File: src/rtl/fetch_queue.sv
// Instruction fetch stage: credit-gated sequential fetch into a small prefetch FIFO.
// The instruction memory has a one-cycle read latency; a redirect flushes everything.
module fetch_queue #(
   parameter int                DWIDTH   = 32,
   parameter int                DEPTH    = 4,
   parameter logic [DWIDTH-1:0] RESET_PC = '0
) (
   input  logic              clk,
   input  logic              rst,
   input  logic              redirect_valid,
   input  logic [DWIDTH-1:0] redirect_pc,
   output logic              imem_req,
   output logic [DWIDTH-1:0] imem_addr,
   input  logic [DWIDTH-1:0] imem_rdata,
   output logic              out_valid,
   input  logic              out_ready,
   output logic [DWIDTH-1:0] out_pc,
   output logic [DWIDTH-1:0] out_instr
);

   localparam int PW = (DEPTH > 1) ? $clog2(DEPTH) : 1;
   localparam int CW = $clog2(DEPTH + 1);

   localparam logic [PW-1:0]     PTR_ONE = PW'(1);
   localparam logic [CW-1:0]     CNT_ONE = CW'(1);
   localparam logic [CW:0]       DEPTH_C = (CW + 1)'(DEPTH);
   localparam logic [DWIDTH-1:0] PC_STEP = DWIDTH'(4);

   logic [DWIDTH-1:0] fetch_pc;
   logic              inflight;
   logic [DWIDTH-1:0] inflight_pc;
   logic [PW-1:0]     rd_ptr;
   logic [PW-1:0]     wr_ptr;
   logic [CW-1:0]     count;
   logic [DWIDTH-1:0] hold_pc;
   logic [DWIDTH-1:0] hold_instr;
   logic              push;
   logic              pop;

   logic [DWIDTH-1:0] pc_mem    [DEPTH];
   logic [DWIDTH-1:0] instr_mem [DEPTH];

   // Buffered entries plus the fetch still in flight must stay below DEPTH;
   // the same-cycle pop is deliberately ignored to keep the path short.
   function automatic logic has_credit(input logic [CW-1:0] cnt, input logic inf);
      logic [CW:0] used;
      used = {1'b0, cnt} + {{CW{1'b0}}, inf};
      return used < DEPTH_C;
   endfunction

   assign out_valid = (count != '0);
   assign imem_req  = rst && !redirect_valid && has_credit(count, inflight);
   assign imem_addr = fetch_pc;
   assign push      = inflight && !redirect_valid;
   assign pop       = out_valid && out_ready && !redirect_valid;
   assign out_pc    = out_valid ? pc_mem[rd_ptr]    : hold_pc;
   assign out_instr = out_valid ? instr_mem[rd_ptr] : hold_instr;

   // Stage p0: fetch address generation and request issue
   always_ff @(posedge clk or negedge rst) begin
      if (!rst) begin
         fetch_pc <= RESET_PC;
         inflight <= 1'b0;
      end else if (redirect_valid) begin
         fetch_pc <= {redirect_pc[DWIDTH-1:2], 2'b00};
         inflight <= 1'b0;
      end else begin
         inflight <= imem_req;
         if (imem_req) begin
            fetch_pc <= fetch_pc + PC_STEP;
         end
      end
   end

   // Stage p1: returning instruction captured into the FIFO
   always_ff @(posedge clk) begin
      if (imem_req) begin
         inflight_pc <= fetch_pc;
      end
      if (push) begin
         pc_mem[wr_ptr]    <= inflight_pc;
         instr_mem[wr_ptr] <= imem_rdata;
      end
   end

   always_ff @(posedge clk or negedge rst) begin
      if (!rst) begin
         rd_ptr <= '0;
         wr_ptr <= '0;
         count  <= '0;
      end else if (redirect_valid) begin
         rd_ptr <= '0;
         wr_ptr <= '0;
         count  <= '0;
      end else begin
         if (push) begin
            wr_ptr <= wr_ptr + PTR_ONE;
         end
         if (pop) begin
            rd_ptr <= rd_ptr + PTR_ONE;
         end
         if (push && !pop) begin
            count <= count + CNT_ONE;
         end else if (pop && !push) begin
            count <= count - CNT_ONE;
         end
      end
   end

   // Stage p2: last presented head, shown while the FIFO is empty
   always_ff @(posedge clk or negedge rst) begin
      if (!rst) begin
         hold_pc    <= '0;
         hold_instr <= '0;
      end else if (out_valid) begin
         hold_pc    <= pc_mem[rd_ptr];
         hold_instr <= instr_mem[rd_ptr];
      end
   end

endmodule

File: config.mk
export PLATFORM = sky130hd
export DESIGN_NAME = fetch_queue
export DESIGN_NICKNAME = d
export VERILOG_FILES = /design/src/rtl/fetch_queue.sv
export SDC_FILE = /design/constraint.sdc
export NUM_CORES = 1
export LEC_CHECK = 0
export CORE_MARGIN = 2
export CORE_UTILIZATION = 60
export DETAILED_ROUTE_END_ITERATION = 16
export PLACE_DENSITY = 0.91
export SYNTH_ARGS = -nofsm -noshare
export SYNTH_HDL_FRONTEND = slang
export SYNTH_SLANG_ARGS = --single-unit
File: constraint.sdc
create_clock -name clk -period 4.4 [get_ports clk]
set_input_delay 0.44 -clock clk [delete_from_list [all_inputs] [get_ports clk]]
set_output_delay 0.44 -clock clk [all_outputs]
set_load 0.02 [all_outputs]
## Word-level counts from Yosys, hierarchy flattened

Memory sizes are Yosys's and may differ from the RTL's.
Cells that the tools add are included.

| storage, ports and cells | value |
|---|---|
| flip-flop bits (word level) | 136 |
| memory bits (writable) | 256 |
| bits of input ports | 68 |
| output and inout port bits | 98 |
| word-level logic and storage cells | 46 |
| memories kept | 2 |

Memory list:

| memory | words | width | rd ports | clocked after memory_dff | write ports | line | text |
|---|---|---|---|---|---|---|---|
| instr_mem | 4 | 32 | 1 | 0 | 1 | 41 | `logic [DWIDTH-1:0] instr_mem [DEPTH];` |
| pc_mem | 4 | 32 | 1 | 0 | 1 | 40 | `logic [DWIDTH-1:0] pc_mem [DEPTH];` |

| operators by class | value |
|---|---|
| $add $sub $neg | 6 |
| order comparisons | 1 |
| mux-type cells | 14 |
| reductions and logical operators | 15 |

Operators with widths:

| kind | number |
|---|---|
| $mux 32 | 4 |
| $add 32x3->32 const B | 1 |
| $mux 3 | 3 |
| $mux 2 | 4 |
| $logic_and 1x1->1 | 7 |
| $reduce_bool 2->1 | 3 |
| $reduce_bool 3->1 | 2 |
| $add 2x1->2 const B | 2 |
| $add 3x1->4 | 1 |
| $lt 4x3->1 const B | 1 |
| $add 3x1->3 const B | 1 |
| $logic_not 1->1 | 3 |
| $mux 1 | 3 |
| $sub 3x1->3 const B | 1 |

## Depth between registers and ports, before layout

Gate-level depths: netlist of the first run.

| logic depth | value |
|---|---|
| word-level depth | 7 |
| mapped depth | 10 |
| mapped depth without buffers | 9 |

## Least setup slack after synthesis of the first run

No wires, ideal clock.

| path | value |
|---|---|
| path type | in2reg |
| from | input port redirect_valid |
| to | memory instr_mem[0][0], enable pin |
| arrival time | 2272 ps |
| path slack | 1701 ps |
| cell stages on the path | 3 |
| buffers on the path | 1 |
| cell sequence | clkbuf_1 nor2b_1 and2_1 |

| on the way | value |
|---|---|
| word-level cells in the longest chain between the ends | 4 |

RTL lines:

| item | line | text |
|---|---|---|
| start: declaration | 10 | `input logic redirect_valid,` |
| $logic_not 1->1 | 54 | `assign push = inflight && !redirect_valid;` |
| $logic_and 1x1->1 | 54 |  |
| $mux 1 | 80 | `if (push) begin` |
| $mux 1 (implied by the code) | 82 | `instr_mem[wr_ptr] <= imem_rdata;` |
| end: declaration | 41 |  |

Every way passes these cells.

## Worst setup path in the final report of the first run

| path | value |
|---|---|
| from | input port rst |
| to | output port imem_req |

| on the way | value |
|---|---|
| word-level cells in the longest chain between the ends | 2 |

RTL lines:

| item | line | text |
|---|---|---|
| start: declaration | 9 | `input logic rst,` |
| $logic_and 1x1->1 (2 in series) | 52 | `assign imem_req = rst && !redirect_valid && has_credit(count, inflight);` |
| end: declaration | 12 | `output logic imem_req,` |

Every way passes these cells.

==> impl_metrics.ini, run 1 <==
[sta]
post-route-period-util_pct = 83.3
finalSetupViolations = 0
fin_skew_ns = 0.0213
rsz0062_at_grt = no
hold_ws_ns = 0.466
hold_violations = 0
fin_crit_ns = 3.67
max_freq_ghz = 0.273
drv_slew = 0
slew-limit-headroom_pct = 34.2
setup_slack_ns = 0.733
fin_tns_setup_ns = 0
worstMarginPinSlew_ns = 0.987

[clocking]
cts_buffers = 37
postCtsSetupRepairBufs = 0
cts_hold_buf = 1
clk_pin_slew_ns = 0.06
clock_sinks = 380
h-tree-depth = 2
cts-root-buf = clkbuf_16
cts_tree = built
ctsResizeCount = 0
clk_latency_ns = 0.52
clk_path_buf_depth = 3

[routing]
drc = 0
wl_um = 31500
drt_iter0_markers = 960
wl_per_cell_um = 22.4
avgViaCountPerCell = 5.93
vias = 8357
ant_nets = 0
first_pass_iters = 5

[pwr]
powerDensity_mw_per_mm2 = 670
total_power_mw = 11.9
p_leak_nw = 6.48
peakVddDrop_mv = 0.500

[global_routing]
grt_pass1_wl_um = 50300
grt-ovfl-total = 0
grt_usage_pct = 25.5
grt_max_degree = 66
antenna_found_initial = 0
grt_pass1_vias = 8998

[critical_path]
cpMostUsedCell = buf_4
cpLargestDelayFamily = buffers and inverters
path_buf_inv = 5
crit_required_ns = 3.96
critPathLaunchType = primary input
cp.depth = 6
rr_worst_depth = 7
critical_path.max_fanout = 44
crit_chain = dlygate4sd3_1 -> buf_4 -> nand3_1 -> buf_4 -> clkinv_1 -> clkdlybuf4s50_1
slowest_stage = clkdlybuf4s50_1
critPathCaptureType = output pin
crit_arrival_ns = 3.23
crit_type = primary input to output pin
cp_slowest_stage_delay_ns = 0.77

[synthesis]
async_flop_share_pct = 26.8
synth.largest_area_cell = edfxtp_1
synth_area_mm2 = 0.0146
avgSynthCellArea_um2 = 16.3
yosys-top-cells-area = edfxtp_1 57%, dfrtp_1 18%, mux4_2 9.6%, nand2_1 5.7%, nand3_1 0.79%
synthCells = 892
synth.most_common_cell = edfxtp_1
ys_seq_elements = 380
post_synth_num_cell_types = 53
synth_edf_count = 278
synthTopCellsByCount = 278 x edfxtp_1, 222 x nand2_1, 102 x dfrtp_1, 62 x mux4_2
synth_top_area_share_pct = 57.4
synth-main-ff-cell = edfxtp_1
yosysWarnings = 0
yosysSeqAreaShare_pct = 74.9

[finish]
fillers = 1335
finalNetCount = 1136
diodes = 0
fin_cells = 1410
drive_above_1_share_pct = 13.7
area_growth_pct = 21.8

[placement]
io_buffers = 161
routabilityCongestion = 0.822
pre_cts_slack_ns = 1.02
place_hpwl_um = 18300
dp.cells = 1341

[hold_path]
whs_path_depth = 2
min_path_type = register to register

[die]
boundaryPins = 166
rows = 56
start_util_pct = 61.6
die_area_mm2 = 0.0255
core_area_mm2 = 0.0236
die_h_um = 160
die_w_um = 160

[status]
status = finished clean

[flow_run]
cap_violations = 0
flip-flops by register name (all words and copies together), names as in the netlist:
signal / cells
rd_ptr: 2
hold_pc: 32
count: 3
hold_instr: 32
pc_mem: 120
inflight: 1
instr_mem: 128
wr_ptr: 2
imem_addr: 30
inflight_pc: 30
per-stage QoR:
step | cell area (um^2) | utilization (%)
5_1_grt | 17700 | 75.1
2_1_floorplan | 14600 | -
3_5_place_dp | 16500 | 69.9
6_report | 17700 | 75.1
3_3_place_gp | 16500 | 69.9
4_1_cts | 17700 | 75.1
power breakdown:
group	switching [mW]	leakage [nW]	internal, mW	total, mW
Combinational	2.29	2.11	1.73	4.02
Clock	1.28	0.598	1.87	3.16
Sequential	0.345	3.77	4.36	4.70
logic make-up after synthesis:
group	synth area share, %
xor gates and xnor gates	0.421
buffers and inverters	1.56
and+or+nand+nor	9.90
adders and majority gates	0.568
AOI/OAI and AO/OA	2.53
DFF	74.9
other	0.0258
muxes	10.1
placed cells by master (no fill, tap or decap), drive strengths merged, types with 13 or more instances in the layout:
cell,n
nand3,24
mux4,62
o21ai,17
clkbuf,53
buf,13
nand2,222
clkdlybuf4s50,160
edfxtp,278
nor2,22
dfrtp,102
routing by layer:
| layer | GRT usage [%] | routed length, um | vias to the layer above |
|---|---|---|---|
| li1 | - | - | 3681 |
| met1 | 35.2 | 12500 | 4233 |
| met2 | 43.3 | 16400 | 388 |
| met3 | 3.92 | 2070 | 55 |
| met4 | 7.07 | 629 | 0 |
| met5 | 0 | 0 | - |
worst register-to-register path, delay by kind of cell, from the launching register on:
family	cells	cell delay (ns)
AOI/OAI and AO/OA	2	0.37
buffers and inverters	2	0.95
DFF	1	0.48
and+or+nand+nor	3	1.15
worst paths after layout:
check / to / slack [ns] / startpoint
setup / recovery: imem_req / 0.73 / rst
hold / removal: hold_pc[12] / 0.47 / hold_pc[12]
setup reg to reg: imem_addr[21] / 1.33 / inflight
hold reg to reg: hold_pc[12] / 0.47 / hold_pc[12]
max in group asynchronous: hold_instr[20] / 2.55 / rst
min in group asynchronous: hold_pc[18] / 0.48 / rst
layout make-up:
type / instances / area [um^2] / area share [%]
Sequential cell: 380 / 10900 / 61.5
Multi-Input combinational cell: 458 / 3440 / 19.4
Timing Repair Buffer: 174 / 1720 / 9.71
Clock buffer: 53 / 1070 / 6.03
Tap cell: 319 / 399 / 2.25
Clock inverter: 15 / 151 / 0.854
Inverter: 11 / 41.3 / 0.233
(Power assumes the default switching activity.)
==> run 2, diff against run 1 <==
- CORE_UTILIZATION: 60 -> 56
- PLACE_DENSITY: 0.91 -> 0.87
- clock period: 4.4 -> 3.8 ns (I/O delays scaled with it)
==> run 2 against run 1 <==
  * Sequential power rose by 14%
  * Largest cell class unchanged
  * Register-to-register slack got worse by 0.16 ns
  * Routed wire length fell by 2.8%
  * Via count fell by 0.13%
  * Highest routed layer unchanged
==> impl_metrics.ini, run 2 (synthesis results as in run 1) <==
[routing]
vias = 8346
ant_nets = 0
drt_iter0_markers = 784
wl_um = 30700
first_pass_iters = 5
drc = 0
wl_per_cell_um = 21.5
avgViaCountPerCell = 5.86

[die]
core_area_mm2 = 0.0253
boundaryPins = 166
die_w_um = 165
die_h_um = 165
die_area_mm2 = 0.0273
start_util_pct = 57.5
rows = 58

[sta]
fin_skew_ns = 0.0223
rsz0062_at_grt = no
post-route-period-util_pct = 83.5
finalSetupViolations = 0
fin_tns_setup_ns = 0
slew-limit-headroom_pct = 33.9
hold_ws_ns = 0.0328
drv_slew = 0
worstMarginPinSlew_ns = 0.992
fin_crit_ns = 3.17
hold_violations = 0
max_freq_ghz = 0.315

[critical_path]
r2r_slack_ns = 1.17
crit_arrival_ns = 2.79
critPathLaunchType = register
rr_worst_depth = 9
crit_chain = nor3_4 -> buf_4 -> nand2_1 -> nand2_1 -> clkdlybuf4s50_1
critPathCaptureType = output pin
crit_required_ns = 3.42
cp_slowest_stage_delay_ns = 0.68
slowest_stage = clkdlybuf4s50_1
reg2reg_from = count[0]
crit_type = register to output pin
cpMostUsedCell = nand2_1
startpoint = count[0]
critical_path.max_fanout = 65

[finish]
final_cell_mix = 278 x edfxtp_1, 222 x nand2_1, 160 x clkdlybuf4s50_1, 100 x dfrtp_1, 62 x mux4_2
area_growth_pct = 22.6
largest_reg_flops = 128
regMostFlops = instr_mem
drive_above_1_share_pct = 14.0
reg_top3 = instr_mem: 128 flops, pc_mem: 120 flops
diodes = 0
layout_commonest_cell = edfxtp_1
finalNetCount = 1137

[hold_path]
min_path_type = primary input to async pin

[clocking]
cts_hold_buf = 0
h-tree-depth = 2
cts_tree = built
clk_path_buf_depth = 3
postCtsSetupRepairBufs = 0
clk_pin_slew_ns = 0.06
cts_buffers = 39
ctsResizeCount = 0
clk_latency_ns = 0.53
clock_sinks = 380
cts-root-buf = clkbuf_16

[pwr]
swShare_pct = 32.6
p_switching_mw = 4.53
pwr-share-comb_pct = 34.2
powerDensity_mw_per_mm2 = 777
seqPwrFrac_pct = 38.7
p_leak_nw = 6.51
p_int_mw = 9.34
peakVddDrop_mv = 0.494
clockPowerShare_pct = 27.1

[placement]
routabilityCongestion = 0.805
place_hpwl_um = 17700
io_buffers = 161

[flow_run]
cap_violations = 0

[global_routing]
grt_pass1_vias = 8692
grt_usage_pct = 23.4
grt_pass1_wl_um = 48100
grt-ovfl-total = 0
antenna_found_initial = 0
grt_max_degree = 66

[status]
status = finished clean
## run 2: area by class of cell
cell class	count	area, um^2
multi-input cells	458	3440
fillers	1536	7490
flip-flops and latches	380	10900
clock buffers	54	1060
inverters	11	41.3
clock inverters	18	211
well taps	330	413
repair buffers	173	1760
## run 2: per-layer routing
layer  wire, um  GRT usage, %  vias to the layer above
met3       2240          4.30                       61
met4        929          8.26                        0
met1      11900          31.1                     4243
met2      15700          39.5                      360
met5          0             0                        -
li1           -             -                     3682
## run 2: worst paths after layout
check,end
min,hold_pc[30]
max in group asynchronous,rd_ptr[0]
max,out_pc[8]
min in group clk,imem_addr[15]
max reg2reg,count[2]
min reg2reg,hold_instr[10]
## run 2: power groups by stage
stage | Clock (mW) | Combinational [mW] | Sequential, mW
after floorplan | 0 | 2.67 | 5.35
after global placement | 0 | 4.64 | 5.39
after detailed placement | 0 | 4.74 | 5.43
after CTS | 3.83 | 4.80 | 5.36
after global routing | 3.99 | 5.09 | 5.42
final | 3.76 | 4.74 | 5.36
## run 2: worst max-delay path: cells and delay by family, from the launching register on
kind                   cells  cell delay, ns
buffers and inverters      2            1.33
and+or+nand+nor            3            0.50
DFF                        1            0.44
## run 2: metrics by stage
stage | cell area, um^2 | utilization [%] | cells | total power [mW] | setup WS, ns
5_1_grt | 17800 | 70.4 | 1424 | 14.5 | 0.469
3_5_place_dp | 16600 | 65.4 | 1352 | 10.2 | 1.14
6_report | 17800 | 70.4 | 1424 | 13.9 | 0.626
2_1_floorplan | 14600 | - | 893 | 8.03 | 1.16
4_1_cts | 17800 | 70.4 | 1424 | 14.0 | 0.560
3_3_place_gp | 16600 | 65.4 | 1352 | 10.0 | 1.16
